===== config.mk =====
export PLATFORM = sky130hd
export DESIGN_NAME = zynet_config_sequencer
export DESIGN_NICKNAME = d
export VERILOG_FILES = /design/src/rtl/zynet_config_sequencer.sv
export SDC_FILE = /design/constraint.sdc
export NUM_CORES = 1
export LEC_CHECK = 0
export CAP_MARGIN = 20
export CORE_ASPECT_RATIO = 0.8
export CORE_MARGIN = 2
export CORE_UTILIZATION = 40
export CTS_CLUSTER_SIZE = 30
export DETAILED_ROUTE_END_ITERATION = 12
export PLACE_DENSITY = 0.67
export RECOVER_POWER = 50
export SYNTH_ARGS = -nofsm -noshare
export SYNTH_HDL_FRONTEND = slang
export SYNTH_SLANG_ARGS = --single-unit
export TNS_END_PERCENT = 50

===== constraint.sdc =====
create_clock -name s_axi_aclk -period 5.45 [get_ports s_axi_aclk]
set_input_delay 1.09 -clock s_axi_aclk [delete_from_list [all_inputs] [get_ports s_axi_aclk]]
set_output_delay 1.09 -clock s_axi_aclk [all_outputs]
set_load 0.03 [all_outputs]

===== src/rtl/zynet_config_sequencer.sv =====
// zyNet configuration sequencer: clears zyNet's soft reset, then replays every neuron's weights
// and biases from a local config memory over zyNet's AXI4-Lite write channels, one write at a time.
module zynet_config_sequencer #(
  parameter int unsigned               NUM_LAYERS = 4,
  parameter logic [8*NUM_LAYERS-1:0]   NEURONS    = {8'd10, 8'd10, 8'd30, 8'd30},
  parameter logic [16*NUM_LAYERS-1:0]  WEIGHTS    = {16'd10, 16'd30, 16'd30, 16'd784},
  parameter int unsigned               DATA_WIDTH = 16,
  parameter int unsigned               MEM_AW     = 16
) (
  input  logic                  s_axi_aclk,
  input  logic                  s_axi_aresetn,
  input  logic                  start,
  output logic                  busy,
  output logic                  done,
  output logic                  err,
  output logic                  mem_rd_en,
  output logic [MEM_AW-1:0]     mem_addr,
  input  logic [DATA_WIDTH-1:0] mem_rdata,
  output logic [31:0]           m_axi_awaddr,
  output logic                  m_axi_awvalid,
  input  logic                  m_axi_awready,
  output logic [31:0]           m_axi_wdata,
  output logic [3:0]            m_axi_wstrb,
  output logic                  m_axi_wvalid,
  input  logic                  m_axi_wready,
  input  logic [1:0]            m_axi_bresp,
  input  logic                  m_axi_bvalid,
  output logic                  m_axi_bready
);

  typedef enum logic [2:0] {
    S_IDLE, S_CLR, S_LAYER, S_NEURON, S_FETCH, S_DATA, S_FIN
  } state_e;

  localparam logic [31:0] REG_WEIGHT   = 32'd0;
  localparam logic [31:0] REG_BIAS     = 32'd4;
  localparam logic [31:0] REG_LAYER    = 32'd12;
  localparam logic [31:0] REG_NEURON   = 32'd16;
  localparam logic [31:0] REG_SOFT_RST = 32'd28;

  state_e              state_q, state_d;
  logic                bias_phase_q, bias_phase_d;
  logic [7:0]          layer_q, layer_d;     // 0-based; written to zyNet as layer_q + 1
  logic [7:0]          neuron_q, neuron_d;   // 0-based, written to zyNet as-is
  logic [15:0]         weight_q, weight_d;
  logic [MEM_AW-1:0]   addr_q, addr_d;
  logic                err_q, err_d;
  logic                issued_q, issued_d;
  logic                awvalid_q, awvalid_d, wvalid_q, wvalid_d, bready_q, bready_d;
  logic [31:0]         awaddr_q, awaddr_d, wdata_q, wdata_d;

  logic [7:0]          cur_neurons;
  logic [15:0]         cur_weights;
  logic                last_layer, last_neuron, last_weight;
  logic                wr_state, tx_done, go_neuron, go_layer;

  always_comb begin
    cur_neurons = '0;
    cur_weights = '0;
    for (int i = 0; i < NUM_LAYERS; i++) begin
      if (layer_q == 8'(i)) begin
        cur_neurons = NEURONS[8*i +: 8];
        cur_weights = WEIGHTS[16*i +: 16];
      end
    end
  end

  // The "- 1" forms are only consulted once the count is known to be nonzero.
  assign last_layer  = (layer_q == 8'(NUM_LAYERS - 1));
  assign last_neuron = (neuron_q == cur_neurons - 8'd1);
  assign last_weight = (weight_q == cur_weights - 16'd1);
  assign wr_state    = (state_q == S_CLR) || (state_q == S_LAYER) ||
                       (state_q == S_NEURON) || (state_q == S_DATA);
  assign tx_done     = wr_state && bready_q && m_axi_bvalid;

  // NOTE: sequential state uses non-blocking assignments only, so every flop samples pre-edge values.
  always_ff @(posedge s_axi_aclk or negedge s_axi_aresetn) begin
    if (!s_axi_aresetn) begin
      state_q      <= S_IDLE;
      bias_phase_q <= 1'b0;
      layer_q      <= '0;
      neuron_q     <= '0;
      weight_q     <= '0;
      addr_q       <= '0;
      err_q        <= 1'b0;
      issued_q     <= 1'b0;
      awvalid_q    <= 1'b0;
      wvalid_q     <= 1'b0;
      bready_q     <= 1'b0;
      awaddr_q     <= '0;
      wdata_q      <= '0;
    end else begin
      state_q      <= state_d;
      bias_phase_q <= bias_phase_d;
      layer_q      <= layer_d;
      neuron_q     <= neuron_d;
      weight_q     <= weight_d;
      addr_q       <= addr_d;
      err_q        <= err_d;
      issued_q     <= issued_d;
      awvalid_q    <= awvalid_d;
      wvalid_q     <= wvalid_d;
      bready_q     <= bready_d;
      awaddr_q     <= awaddr_d;
      wdata_q      <= wdata_d;
    end
  end

  // NOTE: every always_comb output gets a default first, so no path can infer a latch.
  always_comb begin
    state_d      = state_q;
    bias_phase_d = bias_phase_q;
    layer_d      = layer_q;
    neuron_d     = neuron_q;
    weight_d     = weight_q;
    addr_d       = addr_q;
    err_d        = err_q;
    go_neuron    = 1'b0;
    go_layer     = 1'b0;
    if (tx_done && (m_axi_bresp != 2'b00)) err_d = 1'b1;
    case (state_q)
      S_IDLE: if (start) begin
        state_d      = S_CLR;
        bias_phase_d = 1'b0;
        layer_d      = '0;
        neuron_d     = '0;
        weight_d     = '0;
        addr_d       = '0;
        err_d        = 1'b0;
      end
      S_CLR:    if (tx_done) state_d = S_LAYER;
      S_LAYER:  if (tx_done) begin
        if (cur_neurons != 8'd0) begin
          state_d  = S_NEURON;
          neuron_d = '0;
        end else go_layer = 1'b1;
      end
      S_NEURON: if (tx_done) begin
        if (bias_phase_q || (cur_weights != 16'd0)) begin
          state_d  = S_FETCH;
          weight_d = '0;
        end else go_neuron = 1'b1;
      end
      S_FETCH: begin
        state_d = S_DATA;
        addr_d  = addr_q + MEM_AW'(1);
      end
      S_DATA:   if (tx_done) begin
        if (!bias_phase_q && !last_weight) begin
          state_d  = S_FETCH;
          weight_d = weight_q + 16'd1;
        end else go_neuron = 1'b1;
      end
      S_FIN:    state_d = S_IDLE;
      default:  state_d = S_IDLE;
    endcase
    if (go_neuron) begin
      if (!last_neuron) begin
        state_d  = S_NEURON;
        neuron_d = neuron_q + 8'd1;
      end else go_layer = 1'b1;
    end
    // The weight phase wraps back to layer 1 for biases; the bias phase ends the run.
    if (go_layer) begin
      if (!last_layer) begin
        state_d = S_LAYER;
        layer_d = layer_q + 8'd1;
      end else if (!bias_phase_q) begin
        state_d      = S_LAYER;
        bias_phase_d = 1'b1;
        layer_d      = '0;
      end else state_d = S_FIN;
    end
  end

  always_comb begin
    awvalid_d = awvalid_q;
    wvalid_d  = wvalid_q;
    bready_d  = bready_q;
    awaddr_d  = awaddr_q;
    wdata_d   = wdata_q;
    issued_d  = issued_q;
    if (wr_state) begin
      if (!issued_q) begin
        issued_d  = 1'b1;
        awvalid_d = 1'b1;
        wvalid_d  = 1'b1;
        case (state_q)
          S_CLR:    begin awaddr_d = REG_SOFT_RST; wdata_d = '0;                        end
          S_LAYER:  begin awaddr_d = REG_LAYER;    wdata_d = 32'(layer_q) + 32'd1;      end
          S_NEURON: begin awaddr_d = REG_NEURON;   wdata_d = 32'(neuron_q);             end
          default:  begin
            // First DATA cycle is the one where the fetched word is on mem_rdata.
            awaddr_d = bias_phase_q ? REG_BIAS : REG_WEIGHT;
            wdata_d  = 32'(mem_rdata);
          end
        endcase
      end else if (bready_q) begin
        if (m_axi_bvalid) begin
          bready_d = 1'b0;
          issued_d = 1'b0;
        end
      end else begin
        if (m_axi_awready) awvalid_d = 1'b0;
        if (m_axi_wready)  wvalid_d  = 1'b0;
        if (!awvalid_d && !wvalid_d) bready_d = 1'b1;
      end
    end
    busy      = (state_q != S_IDLE) && (state_q != S_FIN);
    done      = (state_q == S_FIN);
    mem_rd_en = (state_q == S_FETCH);
  end

  assign err           = err_q;
  assign mem_addr      = addr_q;
  assign m_axi_awaddr  = awaddr_q;
  assign m_axi_awvalid = awvalid_q;
  assign m_axi_wdata   = wdata_q;
  assign m_axi_wstrb   = 4'hF;
  assign m_axi_wvalid  = wvalid_q;
  assign m_axi_bready  = bready_q;

endmodule

==> results.md <==
* Endpoint type of the worst setup path: primary output
* Met2 Wirelength at about 5.2 mm
* RePlAce Congestion at slightly above 0.9
* Drt wl/cell at ~15 microns
* # DRC at 0
* Part of the Yosys area used for sequential elements at 0.402
* Worst path max stage delay at between 700 and 800 ps
* Pwr/cell area at approximately 400 nW/um^2
* Synth Cell Area at 4730 sq um
* Final wirelength at approximately 12 mm
* Violated checks: capacitance limit, slew limit
* Leading cell type by number of instances after synthesis: dfrtp_1
* #FFs+latches synth at 76
* Synth area leader: dfrtp_1
* Port Buf Inserts at 65
* Flop pwr share at 0.363
* RSZ-0062 raised after global routing: no
* Syn Inst Count at approximately 550
* Die W at roughly 130 microns
* Layout Nets at 638
* Most frequent cells after synthesis: 76 x dfrtp_1, 74 x nand2_1, 55 x nor2_1
* Ys flop type: dfrtp_1
* Cts bufs inserted at 9
* Top-area cell type share of the netlist area at 0.402
* Setup violations, final at 0
* Die Ht at 101 microns
* CP Max Fanout at 20
* Outcome: finished with violations
* Post-CTS Setup Bufs at 0
* CTS Sinks at between 70 and 80
* Starting Density at 0.410
* Layout overhead on the synthesized area at 17.8%
* Switching power at between 800 and 900 uW
* Core box area at around 12000 sq um
* Worst EP required at roughly 4400 ps
* Mean Syn Cell Area at 8.55 sq um
* Std-Cell Rows at 35
* Synth top area cells: dfrtp_1 40%, buf_4 7.8%, nand2_1 5.9%
* Net Sw Frac at 0.393
* Clock Tree Buf Depth at 2
* Slew headroom at -0.280
* Min Tclk post-route at around 3800 ps
* Post-synth cell types at 67
* Setup TNS at 0 ps
* Final ANT Viol Nets at 0
* Clock slew at reported path FFs at about 60 ps
* Highest routed layer: met4
* Post_cts resized at 0
* EDFF count, synth at 0
* Ant diodes at 0
* Yosys warnings at 0
* Global-route wire length before repair at ~19 mm
* Total gr overflow at 0
* Worst Tran Pin Value at about 1900 ps
* Clk pwr share at 0.275
* Peak Freq at between 200 and 300 MHz
* Post-detail-place hpwl at ~8 mm
* Vias in the first global route at between 3000 and 4000
* Via count at approximately 4100
* DR pass1 iterations at 5
* Fin. Hold Viols at 0
* Root buf cell: clkbuf_16
* Max Clock Skew at between 4 and 5 ps
* Slew Limit Fails at a little under 80
* Fraction of layout cells with a size suffix above 1 at 0.0590
* Async SR Flop Fraction at 1.00
* Iter 0 DRT Violations at roughly 240
* CTS tree: yes
* WL met3 at between 700 and 800 microns
* Share of the clock period used by the worst path after layout at 0.692
* Worst R2R Setup Slack at around 1700 ps
* Worst-case hold slack at roughly 460 ps
* Max-cap violation count at 1
* Largest net degree at the start of global routing at between 70 and 80
* CP Launch Type: flop
* Slowest-stage cell, CP: clkdlybuf4s50_1
* Gate power share at 0.362
* Top Ports at between 100 and 150
* H-tree lvl count at 3
* Met1 WL at between 5 and 6 mm
* DR vias/cell at around 5.4
* Initial antenna violation count at 0
* CP Cell Sequence: nor2_1 > nand2_1 > clkinv_1 > clkdlybuf4s50_1
* Hold Crit Class: flop to flop
* Leak pwr at ~2.5 nW
* Die Footprint at 12700 sq um
* Worst skew pair latency at approximately 340 ps
* Overall routing resource usage at 0.183
* # hold bufs at CTS at 0
* Worst EP arrival at about 2700 ps
* Crit path kind: flop to primary output
* Pint at roughly 1.3 mW
* Maximum VDD drop at 0.000186 V
## power by group through the flow
stage / combinational [mW] / clock [mW] / sequential [mW]
6_report: 0.789 / 0.599 / 0.792
3_5_place_dp: 0.798 / 0 / 0.798
2_1_floorplan: 0.385 / 0 / 0.932
4_1_cts: 0.802 / 0.614 / 0.790
5_1_grt: 0.863 / 0.640 / 0.808
3_3_place_gp: 0.793 / 0 / 0.795
## sequential cells by signal, indices dropped and copies added (netlist names)
name,cells
m_axi_bready,1
layer_q,8
bias_phase_q,1
m_axi_awvalid,1
neuron_q,8
weight_q,16
state_q,3
err,1
m_axi_awaddr,3
issued_q,1
m_axi_wdata,16
m_axi_wvalid,1
mem_addr,16
## cell type report
cell class	count	area (sq um)
clock inverter	6	63.8
timing repair buffer	66	653
tap	148	185
sequential	76	1900
clock buffer	10	239
inverter	15	56.3
multi-input combinational	437	2470
fill	1088	5950
## worst paths after layout
path	start	endpoint	cells past startpoint
setup / recovery	state_q[0]	mem_rd_en	4
hold reg to reg	m_axi_wdata[9]	m_axi_wdata[9]	2
max in group asynchronous	s_axi_aresetn	state_q[1]	1
min in group asynchronous	s_axi_aresetn	neuron_q[3]	1
setup reg to reg	layer_q[6]	neuron_q[6]	11
hold / removal	m_axi_wdata[9]	m_axi_wdata[9]	2
## kinds of logic after synthesis
group | Yosys count | synth area share
and+or+nand+nor | 241 | 0.245
AOI/OAI and AO/OA | 116 | 0.171
buffers and inverters | 87 | 0.112
DFF | 76 | 0.402
xor gates and xnor gates | 12 | 0.0222
muxes | 10 | 0.0214
adders and majority gates | 9 | 0.0238
other | 2 | 0.00159
## layer usage
layer / up-vias / GRT usage
li1: 1976 / -
met1: 1976 / 0.257
met2: 135 / 0.282
met3: 19 / 0.0460
met4: 0 / 0.0564
met5: - / 0
## through the flow
stage          utilization  setup WS (ps)  cell area (sq um)  power (mW)  std cells
2_1_floorplan            -           2120               4900        1.32        600
3_3_place_gp         0.457           1890               5270        1.59        742
3_5_place_dp         0.457           1740               5270        1.60        742
4_1_cts              0.484           1720               5570        2.21        758
5_1_grt              0.484           1450               5570        2.31        758
6_report             0.484           1680               5570        2.18        758
## worst max-delay path: cells and delay by family, from the launching register on
kind / cells / cell delay (ps)
DFF: 1 / 650
buffers and inverters: 2 / 940
and+or+nand+nor: 2 / 760
## cells in the final DEF (no fill, tap or decap), types with 3 or more instances in the layout
cell type,netlist,layout
nor3_1,7,7
nand2b_1,12,12
nand4_1,9,9
a32oi_1,4,4
o32ai_1,3,3
a22oi_1,6,6
clkbuf_16,0,9
o31ai_1,3,3
xnor2_1,7,7
o211ai_1,5,5
ha_1,9,9
clkdlybuf4s50_1,0,56
and3_1,8,8
or2_2,4,4
a31oi_1,5,5
dlygate4sd3_1,0,8
nor2_1,55,55
nand2_1,74,74
a21oi_1,20,20
a221oi_1,5,5
and2_1,4,4
inv_1,13,13
a31o_1,5,5
or3_1,3,3
or4_1,6,6
o22ai_1,5,5
nor4_1,6,6
o21a_1,3,3
mux2i_1,9,9
conb_1,2,49
xor2_1,5,5
o21ai_0,29,30
nand3_1,43,43
dfrtp_1,76,76
No activity file was read; power rests on OpenSTA's default activity.
